`src/rtl/imem_loader_pkg.sv`:
```
// Shared types and constants for the instruction-memory byte-stream loader.
package imem_loader_pkg;

    localparam int INSTR_W   = 19;
    localparam int BYTE_W    = 8;
    localparam int HDR_BYTES = 2;
    localparam int CSUM_W    = 8;
    localparam int B0_BITS   = INSTR_W - 2 * BYTE_W;

    typedef enum logic [2:0] {
        HDR_HI = 3'd0,
        HDR_LO = 3'd1,
        W0     = 3'd2,
        W1     = 3'd3,
        W2     = 3'd4,
        CSUM   = 3'd5,
        DONE   = 3'd6,
        ERR    = 3'd7
    } loader_state_t;

    function automatic logic [CSUM_W-1:0] csum_step(
        input logic [CSUM_W-1:0] acc,
        input logic [BYTE_W-1:0] data
    );
        return acc ^ data;
    endfunction

endpackage

```
`src/rtl/imem_loader.sv`:
```
// Loads a framed big-endian byte stream into instruction memory, checks the
// XOR checksum and releases the CPU from reset on success.
module imem_loader
    import imem_loader_pkg::*;
#(
    parameter int ADDR_W    = 8,
    parameter int BASE_ADDR = 0
) (
    input  logic                 clk,
    input  logic                 rst,
    input  logic                 in_valid,
    input  logic [BYTE_W-1:0]    in_data,
    output logic                 in_ready,
    output logic                 wr_en,
    output logic [ADDR_W-1:0]    wr_addr,
    output logic [INSTR_W-1:0]   wr_data,
    output logic                 cpu_rst_n,
    output logic                 done,
    output logic                 error,
    output logic [ADDR_W:0]      word_count
);

    localparam logic [31:0] DEPTH = 32'd1 << ADDR_W;

    loader_state_t r_state;
    loader_state_t w_state_nxt;

    logic                r_in_ready;
    logic                r_wr_en;
    logic [ADDR_W-1:0]   r_wr_addr;
    logic [INSTR_W-1:0]  r_wr_data;
    logic                r_cpu_rst_n;
    logic                r_done;
    logic                r_error;
    logic [ADDR_W:0]     r_word_count;
    logic [ADDR_W:0]     r_words_left;
    logic [CSUM_W-1:0]   r_csum;
    logic [BYTE_W-1:0]   r_hdr_hi;
    logic [B0_BITS-1:0]  r_b0;
    logic [BYTE_W-1:0]   r_b1;

    logic                w_xfer;
    logic [2*BYTE_W-1:0] w_hdr_n;
    logic                w_hdr_too_big;
    logic                w_hdr_empty;
    logic                w_b0_bad;
    logic                w_last_word;
    logic                w_csum_ok;

    assign w_xfer        = in_valid & r_in_ready;
    assign w_hdr_n       = {r_hdr_hi, in_data};
    assign w_hdr_too_big = (32'(w_hdr_n) > DEPTH);
    assign w_hdr_empty   = (w_hdr_n == 16'd0);
    // Instruction words carry only 3 significant bits in their first byte.
    assign w_b0_bad      = |in_data[BYTE_W-1:B0_BITS];
    assign w_last_word   = (r_words_left == (ADDR_W+1)'(1));
    assign w_csum_ok     = (in_data == r_csum);

    // State register.
    always_ff @(posedge clk) begin
        if (!rst) begin
            r_state <= HDR_HI;
        end else begin
            r_state <= w_state_nxt;
        end
    end

    // Next-state decode; every state advances only on an accepted byte.
    always_comb begin
        w_state_nxt = r_state;
        case (r_state)
            HDR_HI: begin
                if (w_xfer) w_state_nxt = HDR_LO;
                else        w_state_nxt = r_state;
            end
            HDR_LO: begin
                if (!w_xfer)           w_state_nxt = r_state;
                else if (w_hdr_too_big) w_state_nxt = ERR;
                else if (w_hdr_empty)   w_state_nxt = CSUM;
                else                    w_state_nxt = W0;
            end
            W0: begin
                if (!w_xfer)      w_state_nxt = r_state;
                else if (w_b0_bad) w_state_nxt = ERR;
                else               w_state_nxt = W1;
            end
            W1: begin
                if (w_xfer) w_state_nxt = W2;
                else        w_state_nxt = r_state;
            end
            W2: begin
                if (!w_xfer)         w_state_nxt = r_state;
                else if (w_last_word) w_state_nxt = CSUM;
                else                  w_state_nxt = W0;
            end
            CSUM: begin
                if (!w_xfer)       w_state_nxt = r_state;
                else if (w_csum_ok) w_state_nxt = DONE;
                else                w_state_nxt = ERR;
            end
            DONE:    w_state_nxt = DONE;
            ERR:     w_state_nxt = ERR;
            default: w_state_nxt = ERR;
        endcase
    end

    // Datapath: status flags, checksum, word assembly and memory write port.
    always_ff @(posedge clk) begin
        if (!rst) begin
            r_in_ready   <= 1'b0;
            r_wr_en      <= 1'b0;
            r_wr_addr    <= ADDR_W'(BASE_ADDR);
            r_wr_data    <= {INSTR_W{1'b0}};
            r_cpu_rst_n  <= 1'b0;
            r_done       <= 1'b0;
            r_error      <= 1'b0;
            r_word_count <= {(ADDR_W+1){1'b0}};
            r_words_left <= {(ADDR_W+1){1'b0}};
            r_csum       <= {CSUM_W{1'b0}};
            r_hdr_hi     <= {BYTE_W{1'b0}};
            r_b0         <= {B0_BITS{1'b0}};
            r_b1         <= {BYTE_W{1'b0}};
        end else begin
            r_in_ready  <= (w_state_nxt != DONE) && (w_state_nxt != ERR);
            r_done      <= (w_state_nxt == DONE);
            r_cpu_rst_n <= (w_state_nxt == DONE);
            r_error     <= (w_state_nxt == ERR);
            r_wr_en     <= 1'b0;
            // Address advances the cycle after each write strobe.
            if (r_wr_en) begin
                r_wr_addr <= r_wr_addr + ADDR_W'(1);
            end
            if (w_xfer) begin
                if (r_state != CSUM) begin
                    r_csum <= csum_step(r_csum, in_data);
                end
                case (r_state)
                    HDR_HI: r_hdr_hi     <= in_data;
                    HDR_LO: r_words_left <= (ADDR_W+1)'(w_hdr_n);
                    W0:     r_b0         <= in_data[B0_BITS-1:0];
                    W1:     r_b1         <= in_data;
                    W2: begin
                        r_wr_en      <= 1'b1;
                        r_wr_data    <= {r_b0, r_b1, in_data};
                        r_word_count <= r_word_count + (ADDR_W+1)'(1);
                        r_words_left <= r_words_left - (ADDR_W+1)'(1);
                    end
                    default: ;
                endcase
            end
        end
    end

    assign in_ready   = r_in_ready;
    assign wr_en      = r_wr_en;
    assign wr_addr    = r_wr_addr;
    assign wr_data    = r_wr_data;
    assign cpu_rst_n  = r_cpu_rst_n;
    assign done       = r_done;
    assign error      = r_error;
    assign word_count = r_word_count;

endmodule

```
`config.mk`:
```
export PLATFORM = sky130hd
export DESIGN_NAME = imem_loader
export DESIGN_NICKNAME = d
export VERILOG_FILES = /design/src/rtl/imem_loader_pkg.sv /design/src/rtl/imem_loader.sv
export SDC_FILE = /design/constraint.sdc
export NUM_CORES = 1
export LEC_CHECK = 0
export CORE_MARGIN = 2
export CORE_UTILIZATION = 57
export DETAILED_ROUTE_END_ITERATION = 7
export GPL_TIMING_DRIVEN = 0
export PLACE_DENSITY = 0.83
export REMOVE_ABC_BUFFERS = 1
export SLEW_MARGIN = 20
export SYNTH_ARGS = -nofsm -noshare
export SYNTH_HDL_FRONTEND = slang
export SYNTH_SLANG_ARGS = --single-unit
```
`constraint.sdc`:
```
create_clock -name clk -period 4.9 [get_ports clk]
set_input_delay 0.49 -clock clk [delete_from_list [all_inputs] [get_ports clk]]
set_output_delay 0.49 -clock clk [all_outputs]
set_load 0.005 [all_outputs]
```
==> run summary <==
Status: finished clean
Post-route ant nets: 0
Critical-path cell list: nor3b_2 > nand2_1 > xnor2_1 > and2_1
Vias in the first global route: 2724
Max VDD drop: 312 µV
P_leak: 1.61 nW
CTS tree: done
Mapped Cells: 416
Ports: 52
N_diodes: 0
Initial Utilization: 57.9%
Die Y: 83.9 µm
Clock network power share: 38.0%
Setup-failing EPs final: 0
Synth Warn #: 0
Gr usage total: 22.9%
Chip width: 83.9 µm
Hold Path End: wr_data[1]
Residual DRC count: 0
FF-to-FF Start: r_state[2]
Max incr delay on CP: 0.81 ns
Via density: 5.61
Post-cts repair resize count: 0
Pins over their slew limit: 0
DP HPWL: 4.96 mm
Slowest cell on the critical path: nor3b_2
Average size of a mapped cell: 8.74 µm²
Tot Pwr: 1.29 mW
Worst Tran Pin Value: 0.879 ns
Layout Skew: 0.00963 ns
Routed WL: 7.52 mm
CTS clk-pin slew, worst paths: 0.08 ns
RSZ-0062 raised after global routing: no
Pint: 962 µW
Fin crit share: 55.6%
Arrival time worst endpoint: 2.98 ns
Drt first pass iters: 4
Gate power share: 9.7%
Family with the most delay on the worst path: simple AND/OR/NAND/NOR gates
Final Hold Viols: 0
M1 GR Usage: 30.0%
Pre-CTS setup slack: 2.18 ns
Via count: 2985
Worst path required time: 5.16 ns
GR peak layer: met2
Cells on Worst Hold Path: 2
Register share of total power: 52.3%
Global-route wire length before repair: 12.9 mm
Hold buffer count at cts: 0
Setup bufs post-CTS: 0
Net switching power: 328 µW
Max-Cap Viols: 0
CTS Sinks: 79
Worst path bufs/invs: 0
Hold Startpoint: wr_data[1]
PortBufs: 51
Core area: 6280 µm²
CTS buffer count: 9
Max H-tree Level: 3
Worst skew pair latency: 0.35 ns
Pwr Density: 298 nW/µm²
R2R setup slack: 2.18 ns
Met2 Use GR: 36.7%
Hold WC Path Type: reg2reg
Clock root cell: clkbuf_8
Setup WS post-layout: 2.18 ns
Post-route setup TNS: 0 ns
GR Overflow Total: 0
Largest net degree at the start of global routing: 59
Row count: 29
Critical Path End Type: flop
Highest Clock Rate: 0.367 GHz
Final core occ: 69.1%
CTS Buffer Depth: 2
1st-iter DRT viols: 163
Drt wl/cell: 14.1 µm
Worst rel slew slack: 41.1%
Layout cells sized above 1: 6.37%
Flop and latch count out of synthesis: 79
Min cycle time layout: 2.72 ns
Layout Nets: 465
Register area share after synthesis: 43.5%
Reg2Reg Depth: 4
Switch share: 25.4%
CP Class: reg2reg
Hold_ws: 0.461 ns
Crit-path max FO: 22
Placer's final routability congestion estimate: 0.837
Initial antenna violation count: 0
Synth cell types: 48
CP startpoint kind: flop
P&R area growth vs syn: 19.3%
Post-synthesis instance area: 3640 µm²
GR Util met3: 4.85%
Total die area: 7040 µm²
Reg2reg end: word_count[0]
==> power groups by stage <==
stage	Sequential, mW	Clock, mW	Combinational (mW)
global placement	0.689	0	0.121
global route	0.678	0.534	0.139
finish	0.675	0.490	0.125
CTS	0.675	0.505	0.124
detailed placement	0.690	0	0.123
floorplan	0.686	0	0.0789
==> per-layer routing <==
metal	up-vias	wire length, µm
li1	1484	-
met5	-	0
met1	1405	3420
met2	84	3590
met4	0	130
met3	12	380
==> stage by stage <==
stage                     instance area (µm²)  cells
final                                    4340    532
after global routing                     4340    532
after CTS                                4330    532
after detailed placement                 4130    516
after global placement                   4120    515
after floorplan                          3510    387
==> worst register-to-register path: stages (launching register included) <==
cell and delay [ns]:
dfxtp_1 0.64, nor3b_2 0.81, nand2_1 0.70, xnor2_1 0.29
and2_1 0.17
==> kinds of logic (layout without fill, tap and decap cells) <==
group                    after synthesis  count (layout)  synth area share [%]
AND/OR/NAND/NOR                      178             178                  25.8
AO/OA/AOI/OAI                         83              83                  15.7
flip-flops                            79              79                  43.5
buffers and inverters                 33              72                  3.85
XOR/XNOR                              27              27                  6.50
multiplexers                          12              12                  3.30
adder cells (fa/ha/maj)                4               4                  1.38
==> layout make-up <==
class | count | area (µm²)
fillers | 505 | 1940
inverters | 4 | 15.0
clock buffers | 12 | 145
repair buffers | 52 | 526
multi-input cells | 304 | 1920
well taps | 77 | 96.3
clock inverters | 4 | 55.1
flip-flops and latches | 79 | 1580
==> registers in the layout, indices dropped and copies added (netlist names), 3 cells and up <==
signal / cells
r_hdr_hi: 8
r_words_left: 9
r_csum: 8
wr_data: 19
r_state: 3
word_count: 9
r_b1: 8
r_b0: 3
wr_addr: 8
==> cells in the mapped netlist, drive strengths merged <==
| library cell | n | area share [%] |
|---|---|---|
| and4 | 1 | 0.24 |
| a31o | 1 | 0.24 |
| a21oi | 9 | 1.2 |
| and3b | 2 | 0.48 |
| a21boi | 34 | 7.0 |
| nor2 | 18 | 2.3 |
| a31oi | 7 | 1.2 |
| mux2i | 12 | 3.3 |
| o21a | 1 | 0.21 |
| nand2b | 1 | 0.17 |
| xnor2 | 10 | 2.4 |
| nor3b | 3 | 0.76 |
| o21bai | 2 | 0.41 |
| o211ai | 2 | 0.41 |
| dfxtp | 79 | 43 |
| and2 | 15 | 2.6 |
| clkbuf | 18 | 1.9 |
| o311ai | 1 | 0.24 |
| or3b | 2 | 0.55 |
| and3 | 5 | 0.86 |
| o21ba | 2 | 0.55 |
| nand3 | 4 | 0.55 |
| nand4b | 2 | 0.48 |
| o221a | 3 | 0.93 |
| nor4 | 7 | 1.2 |
| nor2b | 24 | 4.1 |
| inv | 4 | 0.41 |
| and4b | 1 | 0.28 |
| nor3 | 5 | 0.83 |
| o21ai | 17 | 2.3 |
| nand4 | 8 | 1.8 |
| a21o | 1 | 0.21 |
| nand2 | 75 | 7.7 |
| xor2 | 17 | 4.1 |
| ha | 4 | 1.4 |
| a211oi | 1 | 0.21 |
| o31a | 1 | 0.24 |
| o221ai | 1 | 0.24 |
| or3 | 5 | 0.86 |
| buf | 11 | 1.6 |
==> how the worst max path moves through the flow <==
stage,start,endpoint,slack (ns),depth (start not counted)
after floorplan,r_state[2],r_words_left[2],2.80,5
after global placement,rst,r_words_left[3],1.92,3
after detailed placement,r_state[2],word_count[0],2.18,4
after CTS,r_state[2],r_words_left[0],2.17,4
after global routing,r_state[2],r_words_left[0],1.85,4
final,r_state[2],word_count[0],2.18,4
==> placed cells by master, fill, tap and decap left out, drive strengths merged, types with 3 or more instances in the layout <==
| master | netlist | layout |
|---|---|---|
| nor2b | 24 | 24 |
| or3 | 5 | 5 |
| nand3 | 4 | 4 |
| nor3 | 5 | 5 |
| a21oi | 9 | 9 |
| xnor2 | 10 | 10 |
| dfxtp | 79 | 79 |
| nand2 | 75 | 75 |
| o221a | 3 | 3 |
| and2 | 15 | 15 |
| clkdlybuf4s50 | 0 | 50 |
| o21ai | 17 | 17 |
| mux2i | 12 | 12 |
| inv | 4 | 4 |
| nand4 | 8 | 8 |
| nor4 | 7 | 7 |
| nor3b | 3 | 3 |
| xor2 | 17 | 17 |
| ha | 4 | 4 |
| and3 | 5 | 5 |
| clkbuf | 18 | 12 |
| a21boi | 34 | 34 |
| nor2 | 18 | 18 |
| a31oi | 7 | 7 |
Note: power is estimated with default switching activity, not from simulation.
